### src/rtl/eth_pcs_params.sv
// eth_pcs_params: shared 10GBASE-R PCS lane geometry, XGMII control symbols and TX sequencer state type
package eth_pcs_params;
    localparam int N_CHANNELS      = 4;
    localparam int W_BYTE          = 8;
    localparam int N_TRANS_PER_BLK = 2;
    localparam int W_TRANS_PER_BLK = 1;
    localparam logic [W_BYTE-1:0] SYM_IDLE  = 8'h07;
    localparam logic [W_BYTE-1:0] SYM_START = 8'hFB;
    localparam logic [W_BYTE-1:0] SYM_TERM  = 8'hFD;
    localparam logic [W_BYTE-1:0] SYM_ERR   = 8'hFE;
    typedef enum logic [1:0] {WAIT, STABLE, RUN, ABORT} eth_pcs_tx_seq_state_t;
endpackage

### src/rtl/eth_pcs_tx_seq_if.sv
// eth_pcs_tx_seq_if: MAC word into the TX sequencer and the word it hands to the 64b/66b encoder
// Signals: i_mac_ctrl/i_mac_data MAC XGMII word; o_mac_ready word consumed;
//   o_xgmii_ctrl/o_xgmii_data word to encoder. master = MAC side, slave = sequencer.
interface eth_pcs_tx_seq_if;
    import eth_pcs_params::*;
    logic [N_CHANNELS-1:0]             i_mac_ctrl;
    logic [N_CHANNELS-1:0][W_BYTE-1:0] i_mac_data;
    logic                              o_mac_ready;
    logic [N_CHANNELS-1:0]             o_xgmii_ctrl;
    logic [N_CHANNELS-1:0][W_BYTE-1:0] o_xgmii_data;
    modport master (output i_mac_ctrl, i_mac_data, input o_mac_ready, o_xgmii_ctrl, o_xgmii_data);
    modport slave  (input i_mac_ctrl, i_mac_data, output o_mac_ready, o_xgmii_ctrl, o_xgmii_data);
endinterface

### src/rtl/eth_pcs_tx_seq.sv
// eth_pcs_tx_seq: gates MAC XGMII words into the 64b/66b encoder, pacing them with the gearbox pause
// Ports: i_clk, i_reset_n (async active-low); i_phy_tx_ready PMA ready; mac (slave) MAC word in,
//   encoder word out, o_mac_ready; o_clk_en/o_trans_cnt/o_blk_last encoder timing;
//   o_run high in RUN; o_tx_abort one-cycle pulse on entering ABORT.
module eth_pcs_tx_seq
    import eth_pcs_params::*;
#(
    parameter int PHY_STABLE_CYCLES = 16,
    parameter int PAUSE_PERIOD      = 33
) (
    input  logic                       i_clk,
    input  logic                       i_reset_n,
    input  logic                       i_phy_tx_ready,
    eth_pcs_tx_seq_if.slave            mac,
    output logic                       o_clk_en,
    output logic [W_TRANS_PER_BLK-1:0] o_trans_cnt,
    output logic                       o_blk_last,
    output logic                       o_run,
    output logic                       o_tx_abort
);
    localparam int W_PCNT = $clog2(PAUSE_PERIOD);
    localparam int W_STAB = $clog2(PHY_STABLE_CYCLES + 1);
    localparam logic [W_PCNT-1:0]          PCNT_LAST  = W_PCNT'(PAUSE_PERIOD - 1);
    localparam logic [W_STAB-1:0]          STAB_MAX   = W_STAB'(PHY_STABLE_CYCLES);
    localparam logic [W_TRANS_PER_BLK-1:0] TRANS_LAST = W_TRANS_PER_BLK'(N_TRANS_PER_BLK - 1);

    eth_pcs_tx_seq_state_t      state_q;
    logic [W_PCNT-1:0]          pcnt_q;
    logic [W_STAB-1:0]          stab_q;
    logic [W_TRANS_PER_BLK-1:0] trans_q;
    logic clk_en_q, in_frame_q, drop_q, tx_abort_q;
    logic blk_last, accept, has_start, has_term, in_frame_d, stop_req;

    assign blk_last  = clk_en_q && (trans_q == TRANS_LAST);
    assign accept    = clk_en_q && (state_q == RUN);
    assign has_start = mac.i_mac_ctrl[0] && (mac.i_mac_data[0] == SYM_START);

    always_comb begin
        has_term = 1'b0;
        for (int i = 0; i < N_CHANNELS; i++)
            has_term = has_term | (mac.i_mac_ctrl[i] && (mac.i_mac_data[i] == SYM_TERM));
    end

    // TERM wins over START in the same word, so a one-word frame leaves in_frame clear.
    assign in_frame_d = !accept ? in_frame_q : has_term ? 1'b0 : has_start ? 1'b1 : in_frame_q;
    // A ready drop is remembered until the block boundary, even if ready recovers meanwhile.
    assign stop_req   = drop_q || !i_phy_tx_ready;

    always_ff @(posedge i_clk or negedge i_reset_n) begin
        if (!i_reset_n) begin
            state_q    <= WAIT;
            pcnt_q     <= '0;
            clk_en_q   <= 1'b0;
            trans_q    <= '0;
            stab_q     <= '0;
            in_frame_q <= 1'b0;
            drop_q     <= 1'b0;
            tx_abort_q <= 1'b0;
        end else begin
            pcnt_q     <= (pcnt_q == PCNT_LAST) ? '0 : pcnt_q + 1'b1;
            clk_en_q   <= (pcnt_q != PCNT_LAST);
            trans_q    <= !clk_en_q ? trans_q : (trans_q == TRANS_LAST) ? '0 : trans_q + 1'b1;
            in_frame_q <= in_frame_d;
            tx_abort_q <= 1'b0;
            case (state_q)
                WAIT: if (i_phy_tx_ready) begin
                    state_q <= STABLE;
                    stab_q  <= '0;
                end
                STABLE: begin
                    if (!i_phy_tx_ready) state_q <= WAIT;
                    else if (stab_q != STAB_MAX) stab_q <= stab_q + 1'b1;
                    else if (blk_last) state_q <= RUN;
                end
                RUN: begin
                    drop_q <= stop_req;
                    if (blk_last && stop_req) begin
                        state_q    <= in_frame_d ? ABORT : WAIT;
                        tx_abort_q <= in_frame_d;
                        drop_q     <= 1'b0;
                    end
                end
                ABORT: if (blk_last) begin
                    state_q    <= WAIT;
                    in_frame_q <= 1'b0;
                end
                default: state_q <= WAIT;
            endcase
        end
    end

    assign o_clk_en         = clk_en_q;
    assign o_trans_cnt      = trans_q;
    assign o_blk_last       = blk_last;
    assign o_run            = (state_q == RUN);
    assign o_tx_abort       = tx_abort_q;
    assign mac.o_mac_ready  = accept;
    assign mac.o_xgmii_ctrl = (state_q == RUN) ? mac.i_mac_ctrl : '1;
    assign mac.o_xgmii_data = (state_q == RUN) ? mac.i_mac_data
                            : {N_CHANNELS{(state_q == ABORT) ? SYM_ERR : SYM_IDLE}};
endmodule
### src/flat_wrapper.sv
// flat-port wrapper written by rule: the top's interface ports become plain ports
module eth_pcs_tx_seq_flat import eth_pcs_params::*;
#(
    parameter int PHY_STABLE_CYCLES = 16,
    parameter int PAUSE_PERIOD      = 33
)
  (i_clk, i_reset_n, i_phy_tx_ready, o_clk_en, o_trans_cnt, o_blk_last, o_run, o_tx_abort, mac_i_mac_ctrl, mac_i_mac_data, mac_o_mac_ready, mac_o_xgmii_ctrl, mac_o_xgmii_data);
  eth_pcs_tx_seq_if mac_i ();
  input  logic i_clk;
  input  logic i_reset_n;
  input  logic i_phy_tx_ready;
  output logic o_clk_en;
  output logic [W_TRANS_PER_BLK-1:0] o_trans_cnt;
  output logic o_blk_last;
  output logic o_run;
  output logic o_tx_abort;
  input wire logic [$bits(mac_i.i_mac_ctrl)-1:0] mac_i_mac_ctrl;
  input wire logic [$bits(mac_i.i_mac_data)-1:0] mac_i_mac_data;
  output wire logic [$bits(mac_i.o_mac_ready)-1:0] mac_o_mac_ready;
  output wire logic [$bits(mac_i.o_xgmii_ctrl)-1:0] mac_o_xgmii_ctrl;
  output wire logic [$bits(mac_i.o_xgmii_data)-1:0] mac_o_xgmii_data;
  assign mac_i.i_mac_ctrl = mac_i_mac_ctrl;
  assign mac_i.i_mac_data = mac_i_mac_data;
  assign mac_o_mac_ready = mac_i.o_mac_ready;
  assign mac_o_xgmii_ctrl = mac_i.o_xgmii_ctrl;
  assign mac_o_xgmii_data = mac_i.o_xgmii_data;
  eth_pcs_tx_seq #(.PHY_STABLE_CYCLES(PHY_STABLE_CYCLES), .PAUSE_PERIOD(PAUSE_PERIOD)) u_core (.i_clk(i_clk), .i_reset_n(i_reset_n), .i_phy_tx_ready(i_phy_tx_ready), .mac(mac_i), .o_clk_en(o_clk_en), .o_trans_cnt(o_trans_cnt), .o_blk_last(o_blk_last), .o_run(o_run), .o_tx_abort(o_tx_abort));
endmodule
### config.mk
export PLATFORM = sky130hd
export DESIGN_NAME = eth_pcs_tx_seq_flat
export DESIGN_NICKNAME = d
export VERILOG_FILES = /design/src/rtl/eth_pcs_params.sv /design/src/rtl/eth_pcs_tx_seq_if.sv /design/src/rtl/eth_pcs_tx_seq.sv /design/src/flat_wrapper.sv
export SDC_FILE = /design/constraint.sdc
export NUM_CORES = 1
export LEC_CHECK = 0
export BUFFER_PORTS_ARGS = -buffer_cell sky130_fd_sc_hd__clkbuf_2
export CAP_MARGIN = 0
export CORE_ASPECT_RATIO = 1.1
export CORE_MARGIN = 2
export CORE_UTILIZATION = 43
export CTS_CLUSTER_DIAMETER = 120
export DETAILED_ROUTE_END_ITERATION = 16
export GPL_ROUTABILITY_DRIVEN = 0
export PLACE_DENSITY = 0.81
export SLEW_MARGIN = 30
export SYNTH_ARGS = -nofsm -noshare
export SYNTH_HDL_FRONTEND = slang
export SYNTH_SLANG_ARGS = --single-unit
export TNS_END_PERCENT = 20
### constraint.sdc
create_clock -name i_clk -period 1.6 [get_ports i_clk]
set_input_delay 0.08 -clock i_clk [delete_from_list [all_inputs] [get_ports i_clk]]
set_output_delay 0.08 -clock i_clk [all_outputs]
set_load 0.01 [all_outputs]
==> flow_summary.toml <==
[status]
outcome = "complete, no violations"

[grt]
grt.overflow.total = 0
grt_antenna_before_repair = 0
global_route.usage.total_pct = 20.9
pin_count_of_the_biggest_net_entering_global_routing = 19
number_of_global_route_vias_before_repair = 1357
grt_pass1_wl_um = 6040

[setup_path]
worst_r2r_path_depth = 6
setup.worst_path.class = "reg2reg"
worst-r2r-setup-slack_ns = 0.06
sort_of_element_at_the_end_of_the_critical_path = "register"
r2r-start = "u_core.stab_q[0]$_DFFE_PN0P_"
crit_path_start_kind = "register"
crit_path_arrival_time_ns = 1.72
cp_data_required_time_ns = 1.78
critical_path_peak_fanout = 6
worst_r2r_endpoint = "u_core.stab_q[0]$_DFFE_PN0P_"

[synthesis]
synth.cell_area_um2 = 1360
nets_in_the_synthesized_netlist = 204
ys_async_sr_fraction_pct = 100
synth_seq_cells = 18
yosys-top-cells-count = "20 x o21a_1, 18 x dfrtp_1, 14 x nand2b_1"
post-synth-top-count-cell = "o21a_1"
number_of_synthesized_flops_with_an_enable_pin = 0
yosys_most_used_dff = "dfrtp_1"
synth_top_cells_by_area = "dfrtp_1 33%, o21a_1 11%, nand2b_1 6.5%, ha_1 3.7%, nand3_1 3.7%"
synth_top_cell_by_area = "dfrtp_1"
synth_top_cell_area_share_pct = 33.2
synth_area_per_cell_um2 = 8.43
ys_seq_area_share_pct = 33.2
ys_warn_count = 0
yosysUniqueCellTypes = 36
syn_inst = 161

[power]
design_power_total_mw = 2.78
leakagePower_nw = 0.956
powerDensity_nw_per_um2 = 1450
ir_worst_vdd_mv = 1.07

[sta]
worst_case_clock_skew_ns = 0.00439
period_share_pct = 96.3
finalCriticalPeriod_ns = 1.54
worst_slew_pin_tran_ns = 0.449
timing.fmax_mhz = 649
worst_rel_slew_slack_pct = 70.0
final-max-slew-violation-count = 0
finalHoldViolCount = 0
setup_repair_after_global_routing_missed_its_margin = "true"
setup_viol_count_final = 0
holdWs_ns = 0.210

[die]
die_width_um = 57.6
core_area_um2 = 3020
fp-row-count = 21
initial_utilization_pct = 44.9
die-area_um2 = 3620
height_of_the_chip_um = 62.9
io_pins = 81

[drt]
dr.first_iter.drc_count = 40
drtAntennaViolNets = 0
routedWlPerCell_um = 13.6
totalWireLength_um = 3830
avgViaCountPerCell = 5.42
total_vias_in_the_final_route = 1523
drcViolationCount = 0
drt_pass_1_iters = 4

[placement]
placedInstanceArea_um2 = 1820
dpl.hpwl_um = 3060
placement.io_buffers = 80
post-place-cells = 273

[cts]
cts_tree = "done"
clk_transition_reported_paths_ns = 0.10
clock_sinks = 18
cts_buffers = 3
clock_tree.buffer_depth = 2
htree_num_levels = 1
clkLatencyLatePin_ns = 0.28
cts_root_buf = "clkbuf_4"

[min_path]
min-delay-path-class = "in2reg"
min-delay-start = "i_phy_tx_ready"
hold-path-endpoint = "u_core.drop_q$_DFFE_PN0P_"
worst_hold_path.num_cells = 4

[cells_and_area]
final_layout_size_suffix_gt1_share_pct = 44.1
num-fill-cells = 263
fin_util_pct = 63.6
insertedDiodeCount = 0
finalNetCount = 291
layout-area-overhead-vs-synth_pct = 41.5
finish.cell_count_without_fillers = 281
fin_area_um2 = 1920

[job]
max_cap_viol_count = 0
-- critical path, cell delays in order, from the launching register on --
cell	delay, ns
dfrtp_1	0.43
inv_2	0.08
ha_1	0.14
and4bb_2	0.31
nor2_2	0.05
mux2_2	0.26
a22o_1	0.17
-- kinds of logic after synthesis --
logic type	share of synthesized area, %
xor gates and xnor gates	3.87
adders and majority gates	3.69
buffers and inverters	6.82
DFF	33.2
muxes	0.829
and+or+nand+nor	26.1
AOI/OAI and AO/OA	25.5
-- sequential cells by signal (all words and copies together), names as in the netlist --
name                flops
u_core.pcnt_q           6
u_core.o_tx_abort       1
u_core.state_q          2
u_core.in_frame_q       1
u_core.stab_q           5
u_core.drop_q           1
u_core.o_trans_cnt      1
u_core.o_clk_en         1
-- power breakdown --
| part | internal, mW | switching [mW] | leakage [nW] |
|---|---|---|---|
| clock network | 0.138 | 0.134 | 0.0210 |
| registers | 0.549 | 0.115 | 0.226 |
| logic | 0.878 | 0.968 | 0.709 |
| total | 1.57 | 1.22 | 0.956 |
-- worst max path at each step --
stage	cells past startpoint	from	slack, ns	to
after CTS	6	u_core.stab_q[0]$_DFFE_PN0P_	0.02	u_core.stab_q[0]$_DFFE_PN0P_
final	6	u_core.stab_q[0]$_DFFE_PN0P_	0.06	u_core.stab_q[0]$_DFFE_PN0P_
after floorplan	6	u_core.stab_q[0]$_DFFE_PN0P_	0.14	u_core.stab_q[0]$_DFFE_PN0P_
after global routing	6	u_core.stab_q[0]$_DFFE_PN0P_	-0.02	u_core.stab_q[2]$_DFFE_PN0P_
after global placement	6	u_core.stab_q[0]$_DFFE_PN0P_	0.09	u_core.stab_q[0]$_DFFE_PN0P_
after detailed placement	6	u_core.stab_q[0]$_DFFE_PN0P_	0.04	u_core.stab_q[0]$_DFFE_PN0P_
-- through the flow --
step | setup WS [ns] | setup TNS (ns)
after detailed placement | 0.0406 | 0
after floorplan | 0.143 | 0
final | 0.0598 | 0
after CTS | 0.0239 | 0
after global routing | -0.0177 | -0.0460
after global placement | 0.0898 | 0
-- placed cells by master (no fill, tap or decap), drive strengths merged, types with 5 or more instances in the layout --
master / instances
nor2: 9
buf: 13
a21oi: 6
dfrtp: 18
nand3: 10
nand2b: 14
o21ai: 6
a22o: 5
inv: 11
nand2: 7
clkbuf: 83
o21a: 20
-- layout make-up --
type | count | area (µm²) | share of cell area, %
timing repair buffer | 93 | 505 | 26.3
clock buffer | 4 | 36.3 | 1.89
inverter | 11 | 41.3 | 2.15
multi-input combinational | 121 | 843 | 43.9
sequential | 18 | 452 | 23.5
tap | 34 | 42.5 | 2.21
-- repair_timing --
action	in CTS	in global routing
setup buffers	1	1
pin swaps	0	0
resized for setup	4	7
hold endpoints to repair	18	0
hold buffers	1	0
cloned	0	1
endpoints found under the setup margin	14	5
-- routing by layer --
metal	wire [µm]	global-route usage [%]	vias to the layer above
li1	-	-	746
met1	1680	28.2	709
met2	1840	34.5	66
met3	283	3.11	2
met4	25	5.23	0
met5	0	0	-
(Power assumes the default switching activity.)
